--- src/rtl/life_array_ctrl.sv ---
// life_array_ctrl: command-driven master for a 16-cell (4x4) life tile.
// Accepts LOAD / STEP-N / READ commands over a valid/ready port. It drives
// the tile's val/write_enb/step inputs and returns sampled alive vectors on a
// valid/ready response port. All outputs are registered.
// Optional feature macro: LIFE_CTRL_STABLE_STOP_EN. When it is defined, a STEP
// aborts early once a generation leaves the tile unchanged, and stable is set.
module life_array_ctrl #(
    parameter int unsigned GEN_W     = 16,
    parameter int unsigned STEP_HIGH = 2,
    parameter int unsigned STEP_LOW  = 2
) (
    input  logic             clk,
    input  logic             reset,
    input  logic             cmd_valid,
    output logic             cmd_ready,
    input  logic [1:0]       cmd_op,
    input  logic [15:0]      cmd_data,
    output logic             rsp_valid,
    input  logic             rsp_ready,
    output logic [15:0]      rsp_data,
    output logic [15:0]      val,
    output logic             write_enb,
    output logic             step,
    input  logic [15:0]      alive,
    output logic             busy,
    output logic [GEN_W-1:0] gen_count,
    output logic             stable
);

    localparam int unsigned PH_MAX = (STEP_HIGH > STEP_LOW) ? STEP_HIGH : STEP_LOW;
    localparam int unsigned PH_W   = (PH_MAX > 1) ? $clog2(PH_MAX) : 1;
    localparam logic [PH_W-1:0] PH_HI_END = PH_W'(STEP_HIGH - 1);
    localparam logic [PH_W-1:0] PH_LO_END = PH_W'(STEP_LOW - 1);

    typedef enum logic [2:0] {
        S_IDLE,
        S_LOAD,
        S_STEP_HI,
        S_STEP_LO,
        S_RESP
    } state_t;

    typedef enum logic [1:0] {
        OP_NOP  = 2'b00,
        OP_LOAD = 2'b01,
        OP_STEP = 2'b10,
        OP_READ = 2'b11
    } op_t;

    state_t             r_state;
    state_t             w_state_nxt;
    logic [PH_W-1:0]    r_phase;
    logic [PH_W-1:0]    w_phase_nxt;
    logic [GEN_W-1:0]   r_remaining;
    logic [GEN_W-1:0]   w_remaining_nxt;
    logic [GEN_W-1:0]   w_rem_dec;
    logic [GEN_W-1:0]   w_step_count;
    logic [GEN_W-1:0]   r_gen;
    logic [GEN_W-1:0]   w_gen_nxt;
    logic [15:0]        r_val;
    logic [15:0]        w_val_nxt;
    logic [15:0]        r_rsp_data;
    logic [15:0]        w_rsp_data_nxt;

    logic               r_cmd_ready;
    logic               r_rsp_valid;
    logic               r_write_enb;
    logic               r_step;
    logic               r_busy;
    logic               w_cmd_ready_nxt;
    logic               w_rsp_valid_nxt;
    logic               w_write_enb_nxt;
    logic               w_step_nxt;
    logic               w_busy_nxt;

    op_t                w_op;
    logic               w_cmd_fire;
    logic               w_rsp_fire;
    logic               w_lo_last;
    logic               w_same;

    assign w_op         = op_t'(cmd_op);
    assign w_cmd_fire   = cmd_valid & r_cmd_ready;
    assign w_rsp_fire   = r_rsp_valid & rsp_ready;
    assign w_step_count = GEN_W'(cmd_data);
    assign w_rem_dec    = r_remaining - 1'b1;
    assign w_lo_last    = (r_state == S_STEP_LO) && (r_phase == PH_LO_END);

`ifdef LIFE_CTRL_STABLE_STOP_EN
    logic [15:0] r_snap;
    logic        r_stable;
    logic        w_load_fire;

    assign w_load_fire = w_cmd_fire && (w_op == OP_LOAD);
    assign w_same      = (alive == r_snap);
    assign stable      = r_stable;

    // Snapshot the tile at each generation start; track the stable flag
    always_ff @(posedge clk or negedge reset) begin
        if (!reset) begin
            r_snap   <= '0;
            r_stable <= 1'b0;
        end else begin
            if ((w_state_nxt == S_STEP_HI) && (r_state != S_STEP_HI))
                r_snap <= alive;
            if (w_load_fire)
                r_stable <= 1'b0;
            else if (w_lo_last && w_same)
                r_stable <= 1'b1;
        end
    end
`else
    assign w_same = 1'b0;
    assign stable = 1'b0;
`endif

    // State register and datapath registers
    always_ff @(posedge clk or negedge reset) begin
        if (!reset) begin
            r_state     <= S_IDLE;
            r_phase     <= '0;
            r_remaining <= '0;
            r_gen       <= '0;
            r_val       <= '0;
            r_rsp_data  <= '0;
        end else begin
            r_state     <= w_state_nxt;
            r_phase     <= w_phase_nxt;
            r_remaining <= w_remaining_nxt;
            r_gen       <= w_gen_nxt;
            r_val       <= w_val_nxt;
            r_rsp_data  <= w_rsp_data_nxt;
        end
    end

    // Next-state and datapath update logic
    always_comb begin
        w_state_nxt     = r_state;
        w_phase_nxt     = r_phase;
        w_remaining_nxt = r_remaining;
        w_gen_nxt       = r_gen;
        w_val_nxt       = r_val;
        w_rsp_data_nxt  = r_rsp_data;
        unique case (r_state)
            S_IDLE: begin
                if (w_cmd_fire) begin
                    case (w_op)
                        OP_LOAD: begin
                            w_state_nxt = S_LOAD;
                            w_val_nxt   = cmd_data;
                            w_gen_nxt   = '0;
                        end
                        OP_STEP: begin
                            if (w_step_count != '0) begin
                                w_state_nxt     = S_STEP_HI;
                                w_remaining_nxt = w_step_count;
                                w_phase_nxt     = '0;
                            end
                        end
                        OP_READ: begin
                            w_state_nxt    = S_RESP;
                            w_rsp_data_nxt = alive;
                        end
                        default: begin
                        end
                    endcase
                end
            end
            S_LOAD: begin
                w_state_nxt = S_IDLE;
            end
            S_STEP_HI: begin
                if (r_phase == PH_HI_END) begin
                    w_state_nxt = S_STEP_LO;
                    w_phase_nxt = '0;
                    w_gen_nxt   = r_gen + 1'b1;
                end else begin
                    w_phase_nxt = r_phase + 1'b1;
                end
            end
            S_STEP_LO: begin
                if (w_lo_last) begin
                    w_phase_nxt = '0;
                    // A generation that left the tile unchanged ends the run
                    if (w_same) begin
                        w_remaining_nxt = '0;
                        w_state_nxt     = S_IDLE;
                    end else begin
                        w_remaining_nxt = w_rem_dec;
                        w_state_nxt     = (w_rem_dec != '0) ? S_STEP_HI : S_IDLE;
                    end
                end else begin
                    w_phase_nxt = r_phase + 1'b1;
                end
            end
            S_RESP: begin
                if (w_rsp_fire)
                    w_state_nxt = S_IDLE;
            end
            default: begin
                w_state_nxt = S_IDLE;
            end
        endcase
    end

    // Output decode from the next state so registered outputs track the state
    always_comb begin
        w_busy_nxt      = (w_state_nxt != S_IDLE);
        w_rsp_valid_nxt = (w_state_nxt == S_RESP);
        w_cmd_ready_nxt = (w_state_nxt == S_IDLE) && !w_rsp_valid_nxt;
        w_write_enb_nxt = (w_state_nxt == S_LOAD);
        w_step_nxt      = (w_state_nxt == S_STEP_HI);
    end

    // Output registers
    always_ff @(posedge clk or negedge reset) begin
        if (!reset) begin
            r_cmd_ready <= 1'b0;
            r_rsp_valid <= 1'b0;
            r_write_enb <= 1'b0;
            r_step      <= 1'b0;
            r_busy      <= 1'b0;
        end else begin
            r_cmd_ready <= w_cmd_ready_nxt;
            r_rsp_valid <= w_rsp_valid_nxt;
            r_write_enb <= w_write_enb_nxt;
            r_step      <= w_step_nxt;
            r_busy      <= w_busy_nxt;
        end
    end

    assign cmd_ready = r_cmd_ready;
    assign rsp_valid = r_rsp_valid;
    assign rsp_data  = r_rsp_data;
    assign val       = r_val;
    assign write_enb = r_write_enb;
    assign step      = r_step;
    assign busy      = r_busy;
    assign gen_count = r_gen;

endmodule
--- config.mk ---
export PLATFORM = sky130hd
export DESIGN_NAME = life_array_ctrl
export DESIGN_NICKNAME = d
export VERILOG_FILES = /design/src/rtl/life_array_ctrl.sv
export SDC_FILE = /design/constraint.sdc
export NUM_CORES = 1
export LEC_CHECK = 0
export BUFFER_PORTS_ARGS = -buffer_cell sky130_fd_sc_hd__buf_2
export CAP_MARGIN = 20
export CORE_ASPECT_RATIO = 0.9
export CORE_MARGIN = 2
export CORE_UTILIZATION = 30
export DETAILED_ROUTE_END_ITERATION = 6
export PLACE_DENSITY = 0.51
export SETUP_SLACK_MARGIN = 0.3
export SLEW_MARGIN = 20
export SYNTH_ARGS = -nofsm -noshare
export SYNTH_HDL_FRONTEND = slang
export SYNTH_SLANG_ARGS = --single-unit
--- constraint.sdc ---
create_clock -name clk -period 5.7 [get_ports clk]
set_input_delay 0 -clock clk [delete_from_list [all_inputs] [get_ports clk]]
set_output_delay 0 -clock clk [all_outputs]
set_load 0.005 [all_outputs]
# == Word level (Yosys, flattened, before mapping) ==
# Cells that the tools add are included.
# op_classes
add_sub_neg,3
multipliers,0
n_div,0
magnitude_cmp,0
eq_ne,15
shift,0
mux,23
bitwise_logic,2
reduce_logical,16
# op_table
cell,n
two-way mux 16 bit,7
one-hot mux 16 bit (2 select lines),2
nonzero test 16 bit,2
"adder 16 x 1 -> 16 bit, second input constant",1
"subtractor 16 x 1 -> 16 bit, second input constant",1
two-way mux 3 bit,5
one-hot mux 3 bit (4 select lines),1
"== test 3 x 2 -> 1 bit, second input constant",3
one-hot mux 3 bit (3 select lines),1
"inequality test 2 bit, second input constant",4
AND reduction 4 bit,2
"== test 3 bit, second input constant",2
zero test 3 bit,2
AND reduction 3 bit,2
nonzero test 3 bit,2
two-way mux 1 bit,5
AND reduction 5 bit,1
"== test 2 bit, second input constant",2
"inequality test 2 x 1 -> 1 bit, second input constant",2
nonzero test 2 bit,2
"== test 3 x 1 -> 1 bit, second input constant",1
one-hot mux 1 bit (3 select lines),1
AND 1 bit,2
"== test 2 x 1 -> 1 bit, second input constant",1
other kinds (4),5
# totals
register_bits,73
latchBits,0
ramBits,0
mem_bits_ro,0
in_bits,38
out_inout_bits,54
n_memories,0

# == Logic depth before layout (Yosys ltp) ==
# depth
ltp_word,8
ltp_mapped,8
mapped_depth_nobuf,7

# == Worst setup path before layout ==
# Ideal clock, no wire load.
# synth_path
path_type,flip-flop to flip-flop
from,register r_remaining[0]
to,"register r_cmd_ready, in the netlist cmd_ready"
setup_ps,65
arrival_time_ps,2412
required_ps,5635
slack_ps,3223
stages_incl_launch_ff,9
path_buffers,1
path_cell_list,dfrtp_1 > inv_1 > ha_1 > buf_2 > or4b_2 > xnor2_1 > o31a_1 > nor4_1 > o21ba_2
# synth_between
elab_chain_cells,8
word_cells_on_any_way,9
cone_classes,add/sub: 1; eq/ne: 1; mux: 3; reduce/logical: 4
# synth_lines
element,line_no,source
from (decl),54,logic [GEN_W-1:0] r_remaining;
from (signal assigned),129,r_remaining <= w_remaining_nxt;
subtractor 16 x 1 -> 16 bit (*),86,assign w_rem_dec = r_remaining - 1'b1;
nonzero test 16 bit (*),190,w_state_nxt = (w_rem_dec != '0) ? S_STEP_HI : S_IDLE;
two-way mux 2 bit (*),190,
two-way mux 3 bit (*),182,if (w_lo_last) begin
one-hot mux 3 bit (4 select lines) (*),144,unique case (r_state)
== test 3 bit,209,w_rsp_valid_nxt = (w_state_nxt == S_RESP);
zero test 1 bit,210,w_cmd_ready_nxt = (w_state_nxt == S_IDLE) && !w_rsp_valid_nxt;
logical AND 1 bit (*),210,
net w_cmd_ready_nxt,70,logic w_cmd_ready_nxt;
to (signal assigned),224,r_cmd_ready <= w_cmd_ready_nxt;
to (decl),65,logic r_cmd_ready;
# Mark *: on every way through the listed nets, which the timed path passes. The rest lies on a longest branch.
# A chain may end at the register's enable or synchronous reset.

# == Worst setup path in the final report ==
# Same ends and word-level chain as after synthesis.

==> flow_summary.yaml <==
die:
  fp-row-count: 37
  core_sq_um: 11500
  die_area_sq_um: 12800
  io_pins: 92
  initial_core_util: 0.310
  die_x_um: 119
  die_y_um: 108
timing:
  tightest_slew_ns: 0.969
  hold_violations: 0
  slew_headroom: 0.352
  fin_crit_ns: 2.77
  max_freq_mhz: 361
  clock_skew_ns: 0.00764
  setup_tns_ns: 0
  setup_violations: 0
  slew_viol_final: 0
  grt_setup_unrepaired: "false"
  min_period_over_period: 0.486
setup_path:
  max_stage_delay_ns: 0.67
  rr_worst_depth: 7
  critPathKind: "register to register"
  end_kind: "register"
  crit_slowest_cell: "or4b_2"
  start_kind: "register"
  path_max_fanout: 8
  rr_endpoint: "cmd_ready"
  crit_chain: "inv_1, ha_1, or4b_2, xnor2_1, o31a_1, nor4_1, o21ba_2"
  r2r_slack_ns: 2.93
  r2r_start: "r_remaining[0]"
  required_ns: 5.97
  critPathArrivalTime_ns: 3.04
pwr:
  p_leak_nw: 2.17
  peakVddDrop_mv: 0.153
  switching_share: 0.328
  internal_power_w: 0.00154
  p_sw_w: 0.000753
  pwr_density_cell_nw_per_um2: 477
  p_comb_frac: 0.324
  p_clk_frac: 0.264
  power_frac_seq: 0.413
finish:
  syn2layout_area_growth_pct: 34.8
  nets: 495
  layout-drive-gt1-share: 0.338
  utilization: 0.418
  num_antenna_cells: 0
hold_path:
  min_from: "cmd_op[1]"
  hold_path_end: "r_state[1]"
  whs_path_depth: 4
  holdCritPathClass: "primary input to register"
detailed_routing:
  ant_nets: 0
  wl_um: 8840
  dr_total_vias: 3013
  drc: 0
  post_drt_wl_per_cell_um: 14.4
  drt_iter0_markers: 164
  vias_per_cell: 4.91
  dr.pass1.iters: 4
clock_tree:
  clockBufferDepth: 2
  clkTransAtPathRegs_ns: 0.06
  cts_made_buffers: 9
  cts_tree: "yes"
  cts_sinks: 73
  worstSkewPairLatency_ns: 0.33
  root_buffer: "clkbuf_16"
  htreeDepth: 3
  postCtsSetupBuffers: 0
global_routing:
  grt_max_degree: 74
  grt.overflow.total: 0
  antenna_found_initial: 0
  grt_usage: 0.144
  grt_pass1_wl_um: 14700
  grt_pass1_vias: 2907
placed_design:
  io_buffers: 90
  gp_congestion: 0.785
  detailed_place_hpwl_um: 6060
synthesis:
  yosys.cell_types.count: 56
  synthTopCellsByCount: "dfrtp_1 (73), mux2_2 (34), nor2_1 (27), o21ai_0 (26), a21oi_1 (21)"
  synth_edf_count: 0
  synthTopCellsByArea: "dfrtp_1 (51%), mux2_2 (11%), o21ai_0 (3.6%)"
  synth_top_area_frac: 0.511
  postSynthCellCount: 335
  synth_ff_type: "dfrtp_1"
  syn_area_sq_um: 3580
  seq_area_frac_synth: 0.511
  syn-num-nets: 376
  async_reset_ff_frac: 1.00
  yosysTopAreaCell: "dfrtp_1"
  yosys_warnings: 0
  syn_area_per_cell_sq_um: 10.7
  synth.most_common_cell: "dfrtp_1"
  ys_ff_latch: 73
job:
  cap_violations: 0
run_status:
  status: "complete, no violations"
==> flip-flops by register name, summed over array words and instances (netlist names), 3 cells and up <==
register,flops
gen_count,16
r_remaining,16
r_state,3
rsp_data,16
val,16
==> through the flow <==
step / total power [W] / hold slack (ns) / setup WS [ns] / instance area (sq um) / std cells
floorplan: 0.00138 / -0.296 / 3.22 / 3580 / 335
global placement: 0.00167 / 0.213 / 3.04 / 4150 / 565
detailed placement: 0.00169 / 0.209 / 2.92 / 4150 / 565
CTS: 0.00233 / 0.261 / 2.92 / 4810 / 614
global route: 0.00247 / 0.311 / 2.72 / 4820 / 614
finish: 0.00230 / 0.278 / 2.93 / 4820 / 614
==> worst max-delay path: cells and delay by family, from the launching register on <==
kind	cells	cell delay, ns
AND/OR/NAND/NOR	2	1.29
buffers and inverters	1	0.10
adder cells (fa/ha/maj)	1	0.31
XOR/XNOR	1	0.15
flip-flops	1	0.41
AO/OA/AOI/OAI	2	0.44
==> worst max-delay path by stage <==
stage	slack, ns	start	to	cells after the start
5_1_grt	2.72	r_remaining[0]	step	7
6_report	2.93	r_remaining[0]	cmd_ready	7
3_5_place_dp	2.92	r_remaining[0]	busy	7
2_1_floorplan	3.22	r_remaining[0]	cmd_ready	8
4_1_cts	2.92	r_remaining[0]	cmd_ready	7
3_3_place_gp	3.04	r_remaining[0]	cmd_ready	7
==> layer usage <==
metal | global-route usage | routed length (um) | vias up
li1 | - | - | 1471
met1 | 0.197 | 4170 | 1459
met2 | 0.224 | 4070 | 71
met3 | 0.0355 | 457 | 12
met4 | 0.0485 | 144 | 0
met5 | 0 | 0 | -
==> cell usage in the layout (no fill, tap or decap), drive strengths merged, types with 3 or more instances in the layout <==
cell and n:
inv 10, and4 4, ha 3, or3 9, mux2 34, clkbuf 10
o21ai 26, buf 91, nand3 7, xor2 4, o22ai 3, a22o 3
nand4 4, dfrtp 73, nor4 8, dlygate4sd3 34, xnor2 9, nor2 27
a21oi 21, nor3 10, nand2 18
==> area by class of cell <==
type                       count  area [sq um]
fill                        1115          6710
sequential                    73          1830
multi-input combinational    235          1640
timing repair buffer         125           801
clock buffer                  10           239
tap                          156           195
clock inverter                 5          80.1
inverter                      10          37.5
==> power by group through the flow <==
stage	registers, W	clock network (W)	logic, W
after global placement	0.000946	0	0.000721
after CTS	0.000948	0.000626	0.000753
final	0.000948	0.000605	0.000744
after global routing	0.000987	0.000650	0.000831
after floorplan	0.000920	0	0.000464
after detailed placement	0.000952	0	0.000735
==> what timing repair did <==
item	4_1_cts	5_1_grt
resized for setup	0	0
hold buffers	34	0
hold endpoints to repair	108	0
setup endpoints to repair	0	0
==> cell families (layout without fill, tap and decap cells) <==
group           Yosys count  after routing  synth area share
simple gates            106            106             0.168
fa+ha+maj                 3              3            0.0105
flops                    73             73             0.511
compound gates           78             78             0.137
xor+xnor                 13             13            0.0318
mux                      34             34             0.107
buf+inv                  27            150            0.0332
other cells               1              1           0.00105
No activity file was read; power rests on OpenSTA's default activity.
